--- src/rtl/lcd_sched_pkg.sv ---
// Shared definitions for the LCD scene scheduler.
//   state_t          : scheduler state (MONITOR shows the patient view,
//                      MISSED shows one missed-dose entry)
//   SCENE_MONITOR /
//   SCENE_MISSED     : scene_sel encodings expected by the frame sequencer
//   dwell_cnt_width  : width of a counter that must reach DWELL_TICKS
// Optional feature macro: LCD_SCHED_RR_EN (see rr_pick).
package lcd_sched_pkg;

  typedef enum logic {
    MONITOR = 1'b0,
    MISSED  = 1'b1
  } state_t;

  localparam logic SCENE_MONITOR = 1'b1;
  localparam logic SCENE_MISSED  = 1'b0;

  // Enough bits to hold the value DWELL_TICKS itself (saturation point).
  function automatic int dwell_cnt_width(input int ticks);
    return (ticks < 1) ? 1 : $clog2(ticks + 1);
  endfunction

endpackage

--- src/rtl/lcd_scene_scheduler_rr_pick.sv ---
// rr_pick: combinational finder for the next missed entry to display.
// Ports:
//   mask    in  NUM_ENTRIES  candidate entries (bit i = entry i pending)
//   pointer in  ADDR_W       entry shown last (search starts after it)
//   index   out ADDR_W       chosen entry (0 when none)
//   valid   out 1            at least one bit of mask is set
// Macro LCD_SCHED_RR_EN:
//   defined   -> round-robin: first set bit after pointer, wrapping; if the
//                only set bit equals pointer, that entry is chosen again.
//   undefined -> fixed priority: lowest-index set bit; pointer is ignored.
module rr_pick
  import lcd_sched_pkg::*;
#(
  parameter int NUM_ENTRIES = 8,
  parameter int ADDR_W      = 3
) (
  input  logic [NUM_ENTRIES-1:0] mask,
  input  logic [ADDR_W-1:0]      pointer,
  output logic [ADDR_W-1:0]      index,
  output logic                   valid
);

`ifndef LCD_SCHED_RR_EN
  logic unused_pointer;
  assign unused_pointer = ^pointer;
`endif

  always_comb begin
    // NOTE: every combinational output gets a default before any branch,
    // so no path leaves a value unassigned and no latch is inferred.
    index = '0;
    valid = 1'b0;
`ifdef LCD_SCHED_RR_EN
    // Offsets 1..NUM_ENTRIES; the last offset lands back on pointer itself.
    for (int k = 1; k <= NUM_ENTRIES; k++) begin
      if (!valid && mask[(int'(pointer) + k) % NUM_ENTRIES]) begin
        valid = 1'b1;
        index = ADDR_W'((int'(pointer) + k) % NUM_ENTRIES);
      end
    end
`else
    // Scan high to low so the lowest set bit is the last one written.
    for (int k = NUM_ENTRIES - 1; k >= 0; k--) begin
      if (mask[k]) begin
        valid = 1'b1;
        index = ADDR_W'(k);
      end
    end
`endif
  end

endmodule

--- src/rtl/lcd_scene_scheduler.sv ---
// lcd_scene_scheduler: chooses what the LCD frame sequencer paints next,
// either the patient monitor view or one missed-dose entry, and forwards
// user acknowledgements to the missed-dose tracker.
// Ports:
//   CLK_400Hz    in  1            system clock
//   reset        in  1            synchronous, active-high reset
//   frame_done   in  1            pulse after the last character of a frame
//   monitor_addr in  ADDR_W       current schedule entry from time-keeping
//   missed_mask  in  NUM_ENTRIES  bit i = entry i missed, not yet acked
//   ack_btn      in  1            debounced one-cycle acknowledge pulse
//   scene_sel    out 1            1 = monitor scene, 0 = missed scene
//   rom_addr     out ADDR_W       schedule entry to display
//   missed_ack   out NUM_ENTRIES  one-hot one-cycle clear to the tracker
//   in_missed    out 1            high while a missed entry is displayed
// scene_sel and rom_addr only move on the edge that samples frame_done, so
// a frame never mixes two entries. ADDR_W must satisfy 2**ADDR_W >= NUM_ENTRIES.
// Macro LCD_SCHED_RR_EN selects round-robin picking (builds the rr pointer);
// without it the lowest pending entry is always shown.
module lcd_scene_scheduler
  import lcd_sched_pkg::*;
#(
  parameter int DWELL_TICKS = 800,
  parameter int NUM_ENTRIES = 8,
  parameter int ADDR_W      = 3
) (
  input  logic                   CLK_400Hz,
  input  logic                   reset,
  input  logic                   frame_done,
  input  logic [ADDR_W-1:0]      monitor_addr,
  input  logic [NUM_ENTRIES-1:0] missed_mask,
  input  logic                   ack_btn,
  output logic                   scene_sel,
  output logic [ADDR_W-1:0]      rom_addr,
  output logic [NUM_ENTRIES-1:0] missed_ack,
  output logic                   in_missed
);

  localparam int DW = dwell_cnt_width(DWELL_TICKS);

  state_t                 state_q, state_d;
  logic [DW-1:0]          dwell_q, dwell_d;
  logic [ADDR_W-1:0]      cur_q, cur_d;
  logic                   ack_taken_q, ack_taken_d;
  logic                   scene_sel_d;
  logic [ADDR_W-1:0]      rom_addr_d;
  logic [NUM_ENTRIES-1:0] missed_ack_d;

  logic                   expired;
  logic                   ack_hit;
  logic [ADDR_W-1:0]      pick_idx;
  logic                   pick_valid;
  logic [ADDR_W-1:0]      pick_ptr;

`ifdef LCD_SCHED_RR_EN
  logic [ADDR_W-1:0] rr_ptr_q, rr_ptr_d;
  assign pick_ptr = rr_ptr_q;
`else
  assign pick_ptr = '1;
`endif

  rr_pick #(
    .NUM_ENTRIES(NUM_ENTRIES),
    .ADDR_W     (ADDR_W)
  ) u_pick (
    .mask   (missed_mask),
    .pointer(pick_ptr),
    .index  (pick_idx),
    .valid  (pick_valid)
  );

  assign expired   = (dwell_q == DW'(DWELL_TICKS));
  assign in_missed = (state_q == MISSED);
  // Only one acknowledge per missed scene, and only for a still-pending entry.
  assign ack_hit   = (state_q == MISSED) && ack_btn && missed_mask[cur_q] && !ack_taken_q;

  always_comb begin
    state_d      = state_q;
    cur_d        = cur_q;
    ack_taken_d  = ack_taken_q;
    scene_sel_d  = scene_sel;
    rom_addr_d   = rom_addr;
    missed_ack_d = '0;
    dwell_d      = expired ? dwell_q : dwell_q + DW'(1);
`ifdef LCD_SCHED_RR_EN
    rr_ptr_d     = rr_ptr_q;
`endif

    case (state_q)
      MONITOR: begin
        if (frame_done) begin
          rom_addr_d = monitor_addr;
          if (expired && pick_valid) begin
            state_d     = MISSED;
            cur_d       = pick_idx;
            rom_addr_d  = pick_idx;
            scene_sel_d = SCENE_MISSED;
            ack_taken_d = 1'b0;
            dwell_d     = '0;
`ifdef LCD_SCHED_RR_EN
            rr_ptr_d    = pick_idx;
`endif
          end
        end
      end
      MISSED: begin
        if (ack_hit) begin
          missed_ack_d[cur_q] = 1'b1;
          ack_taken_d         = 1'b1;
        end
        if (frame_done) begin
          // ack_hit covers an acknowledge arriving on the frame_done edge.
          if (expired || !missed_mask[cur_q] || ack_taken_q || ack_hit) begin
            state_d     = MONITOR;
            rom_addr_d  = monitor_addr;
            scene_sel_d = SCENE_MONITOR;
            dwell_d     = '0;
          end else begin
            rom_addr_d = cur_q;
          end
        end
      end
    endcase
  end

  // NOTE: registers are written with non-blocking assignments so every flop
  // samples the pre-edge values of the others, independent of statement order.
  always_ff @(posedge CLK_400Hz) begin
    if (reset) begin
      state_q     <= MONITOR;
      dwell_q     <= '0;
      cur_q       <= '0;
      ack_taken_q <= 1'b0;
      scene_sel   <= SCENE_MONITOR;
      rom_addr    <= '0;
      missed_ack  <= '0;
`ifdef LCD_SCHED_RR_EN
      rr_ptr_q    <= ADDR_W'(NUM_ENTRIES - 1);
`endif
    end else begin
      state_q     <= state_d;
      dwell_q     <= dwell_d;
      cur_q       <= cur_d;
      ack_taken_q <= ack_taken_d;
      scene_sel   <= scene_sel_d;
      rom_addr    <= rom_addr_d;
      missed_ack  <= missed_ack_d;
`ifdef LCD_SCHED_RR_EN
      rr_ptr_q    <= rr_ptr_d;
`endif
    end
  end

endmodule
--- config.mk ---
export PLATFORM = sky130hd
export DESIGN_NAME = lcd_scene_scheduler
export DESIGN_NICKNAME = d
export VERILOG_FILES = /design/src/rtl/lcd_sched_pkg.sv /design/src/rtl/lcd_scene_scheduler_rr_pick.sv /design/src/rtl/lcd_scene_scheduler.sv
export SDC_FILE = /design/constraint.sdc
export NUM_CORES = 1
export LEC_CHECK = 0
export BUFFER_PORTS_ARGS = -buffer_cell sky130_fd_sc_hd__buf_2
export CORE_UTILIZATION = 50
export CTS_CLUSTER_SIZE = 25
export DETAILED_ROUTE_END_ITERATION = 8
export GPL_ROUTABILITY_DRIVEN = 0
export PLACE_DENSITY = 0.7
export SLEW_MARGIN = 20
export SYNTH_ARGS = -nofsm -noshare
export SYNTH_HDL_FRONTEND = slang
export SYNTH_HIERARCHICAL = 1
export SYNTH_SLANG_ARGS = --single-unit
--- constraint.sdc ---
create_clock -name CLK_400Hz -period 2.3 [get_ports CLK_400Hz]
set_input_delay 0.46 -clock CLK_400Hz [delete_from_list [all_inputs] [get_ports CLK_400Hz]]
set_output_delay 0.46 -clock CLK_400Hz [all_outputs]
set_load 0.05 [all_outputs]
==> key figures <==
Status
  • Status: finished clean

Global routing
  • Vias in the first global route: 1233
  • Largest net degree at the start of global routing: 19
  • Gr ovfl total: 0
  • Initial antenna violation count: 0
  • First-pass GRT wire length: 5170 um
  • Gr usage total: 20.8%

Die
  • Die H: 55.2 um
  • Starting Density: 55.2%
  • Core area: 2570 sq um
  • FP Rows: 18
  • Boundary Pins: 28
  • Horiz. Die Dim: 55.2 um
  • Die area: 3050 sq um

Detailed routing
  • DR pass1 iterations: 4
  • 1st-iter DRT viols: 35
  • Via count: 1260
  • Routed Antenna Nets: 0
  • Final WL: 2880 um
  • Routed vias/inst: 5.68
  • WL per Instance: 13.0 um
  • Number of remaining DRC errors: 0

Worst setup path
  • Worst reg-to-reg path cell count: 5
  • Max Fanout on Critical Path: 10
  • Worst reg2reg setup slack: 0.22 ns
  • Crit path kind: register to register
  • WP data arrival: 2.34 ns
  • Startpoint Class: register
  • R2R Path End: dwell_q[9]$_SDFF_PP0_
  • Crit end category: register
  • Reg2reg start: cur_q[0]$_SDFFE_PP0P_
  • Worst EP required: 2.57 ns

Final layout
  • Final Cell Area: 1610 sq um
  • Final Core Density: 62.6%
  • Layout Area Growth over Synthesis: 13.4%
  • Final nets: 210
  • Layout cells sized above 1: 27.1%
  • N_diodes: 0

CTS
  • Cts hold-fix bufs: 0
  • H-tree depth: 1
  • Worst-case clock buffer depth: 2
  • Post-CTS Setup Inserts: 0
  • Post_cts resized: 0
  • Number of CTS-inserted buffers: 3
  • CTS tree: built
  • Clk_lat worst skew: 0.32 ns
  • Clock transition at path regs: 0.14 ns
  • CTS Root Cell: clkbuf_4
  • Sink Count: 27

STA
  • Hold Violations, Final: 0
  • Final Cycle Share: 90.4%
  • Slew HR: 70.6%
  • Final Skew: 0.00644 ns
  • Final min period: 2.08 ns
  • # setup viols final: 0
  • RSZ-0062 raised after global routing: false
  • Final slew viol count: 0
  • Setup TNS: 0 ns
  • Highest clock rate: 0.481 GHz
  • Worst slew pin tran: 0.435 ns

Synthesis
  • Mapped cell area: 1420 sq um
  • Synth warn: 6
  • Syn avg cell area: 8.64 sq um
  • Post-synthesis cell count: 164
  • Syn Nets: 181

Place
  • Post-DP HPWL: 2150 um
  • Placed Instance Area: 1580 sq um
  • Port Buffers: 27

Pwr
  • Peak VDD IR: 394 uV
  • Pint: 577 uW
  • Switching Fraction: 26.2%
  • Flop pwr share: 61.8%
  • Net Sw Power: 204 uW
  • Leak: 0.000649 uW
  • Clock network power share: 25.8%
  • P per Cell Area: 486 nW/um^2
  • Combinational Power Share: 12.3%

Job
  • Number of max-cap violations: 0

Min path
  • Hold Path Class: input port to register
  • Min-Delay Startpoint: monitor_addr[0]
  • Hold depth: 3
  • Hold path endpoint: rom_addr[0]$_SDFFE_PP0P_
==> power by group through the flow <==
stage	clock network [uW]	logic (uW)	registers [uW]
CTS	209	96.7	483
detailed placement	0	96.2	493
global route	227	108	485
finish	202	96.3	483
global placement	0	94.2	493
floorplan	0	53.9	506
==> worst max-delay path: stages (launching register included) <==
cell and delay, ns:
dfxtp_1 0.55, mux2i_1 0.15, a31oi_2 0.31, nand4_2 0.27, a311o_2 0.60, nor2_2 0.15
==> cells in the final DEF, fill, tap and decap left out, types with 3 or more instances in the layout <==
cell / count
nand4_1: 4
xnor2_1: 4
and3_1: 5
buf_4: 4
clkbuf_4: 3
o311ai_0: 3
nand2_1: 12
nor2_2: 8
a21oi_1: 6
nor2_1: 19
nand3_1: 7
mux2i_1: 4
nor4_1: 4
inv_1: 10
nor4b_1: 4
xor2_1: 4
a211o_1: 4
buf_2: 27
dfxtp_1: 27
nor2b_1: 3
==> cell type report <==
cell class	instances	area [sq um]
fillers	246	960
flip-flops and latches	27	541
multi-input cells	120	800
clock inverters	1	5.00
repair buffers	31	165
clock buffers	3	22.5
well taps	30	37.5
inverters	10	37.5
==> metrics by stage <==
step / power [uW] / instances / worst slack (ns) / hold slack [ns]
final: 781 / 222 / 0.221 / 0.470
after global routing: 820 / 222 / 0.0767 / 0.472
after global placement: 587 / 218 / 0.0792 / 0.451
after detailed placement: 590 / 218 / 0.0482 / 0.463
after floorplan: 560 / 164 / 0.370 / 0.447
after CTS: 789 / 222 / 0.163 / 0.461
==> sequential cells by signal, summed over array words and instances (netlist names) <==
signal	count
ack_taken_q	1
cur_q	3
dwell_q	10
in_missed	1
missed_ack	8
rom_addr	3
scene_sel	1
==> metal layers <==
metal  track usage, %  routed length (um)
met2             39.8                1490
met3             4.45                 142
met4             5.36                  42
met5                0                   0
met1             22.9                1200
==> worst max path at each step <==
stage                               start                    end  slack (ns)  depth (start not counted)
finish              cur_q[0]$_SDFFE_PP0P_  dwell_q[9]$_SDFF_PP0_        0.22                          5
global route        cur_q[0]$_SDFFE_PP0P_  dwell_q[4]$_SDFF_PP0_        0.08                          5
CTS                 cur_q[0]$_SDFFE_PP0P_  dwell_q[9]$_SDFF_PP0_        0.16                          5
detailed placement         missed_mask[5]  dwell_q[9]$_SDFF_PP0_        0.05                          8
global placement           missed_mask[5]  dwell_q[2]$_SDFF_PP0_        0.08                          8
floorplan                  missed_mask[5]  dwell_q[2]$_SDFF_PP0_        0.37                          8
Power figures use the tool's default switching activity.
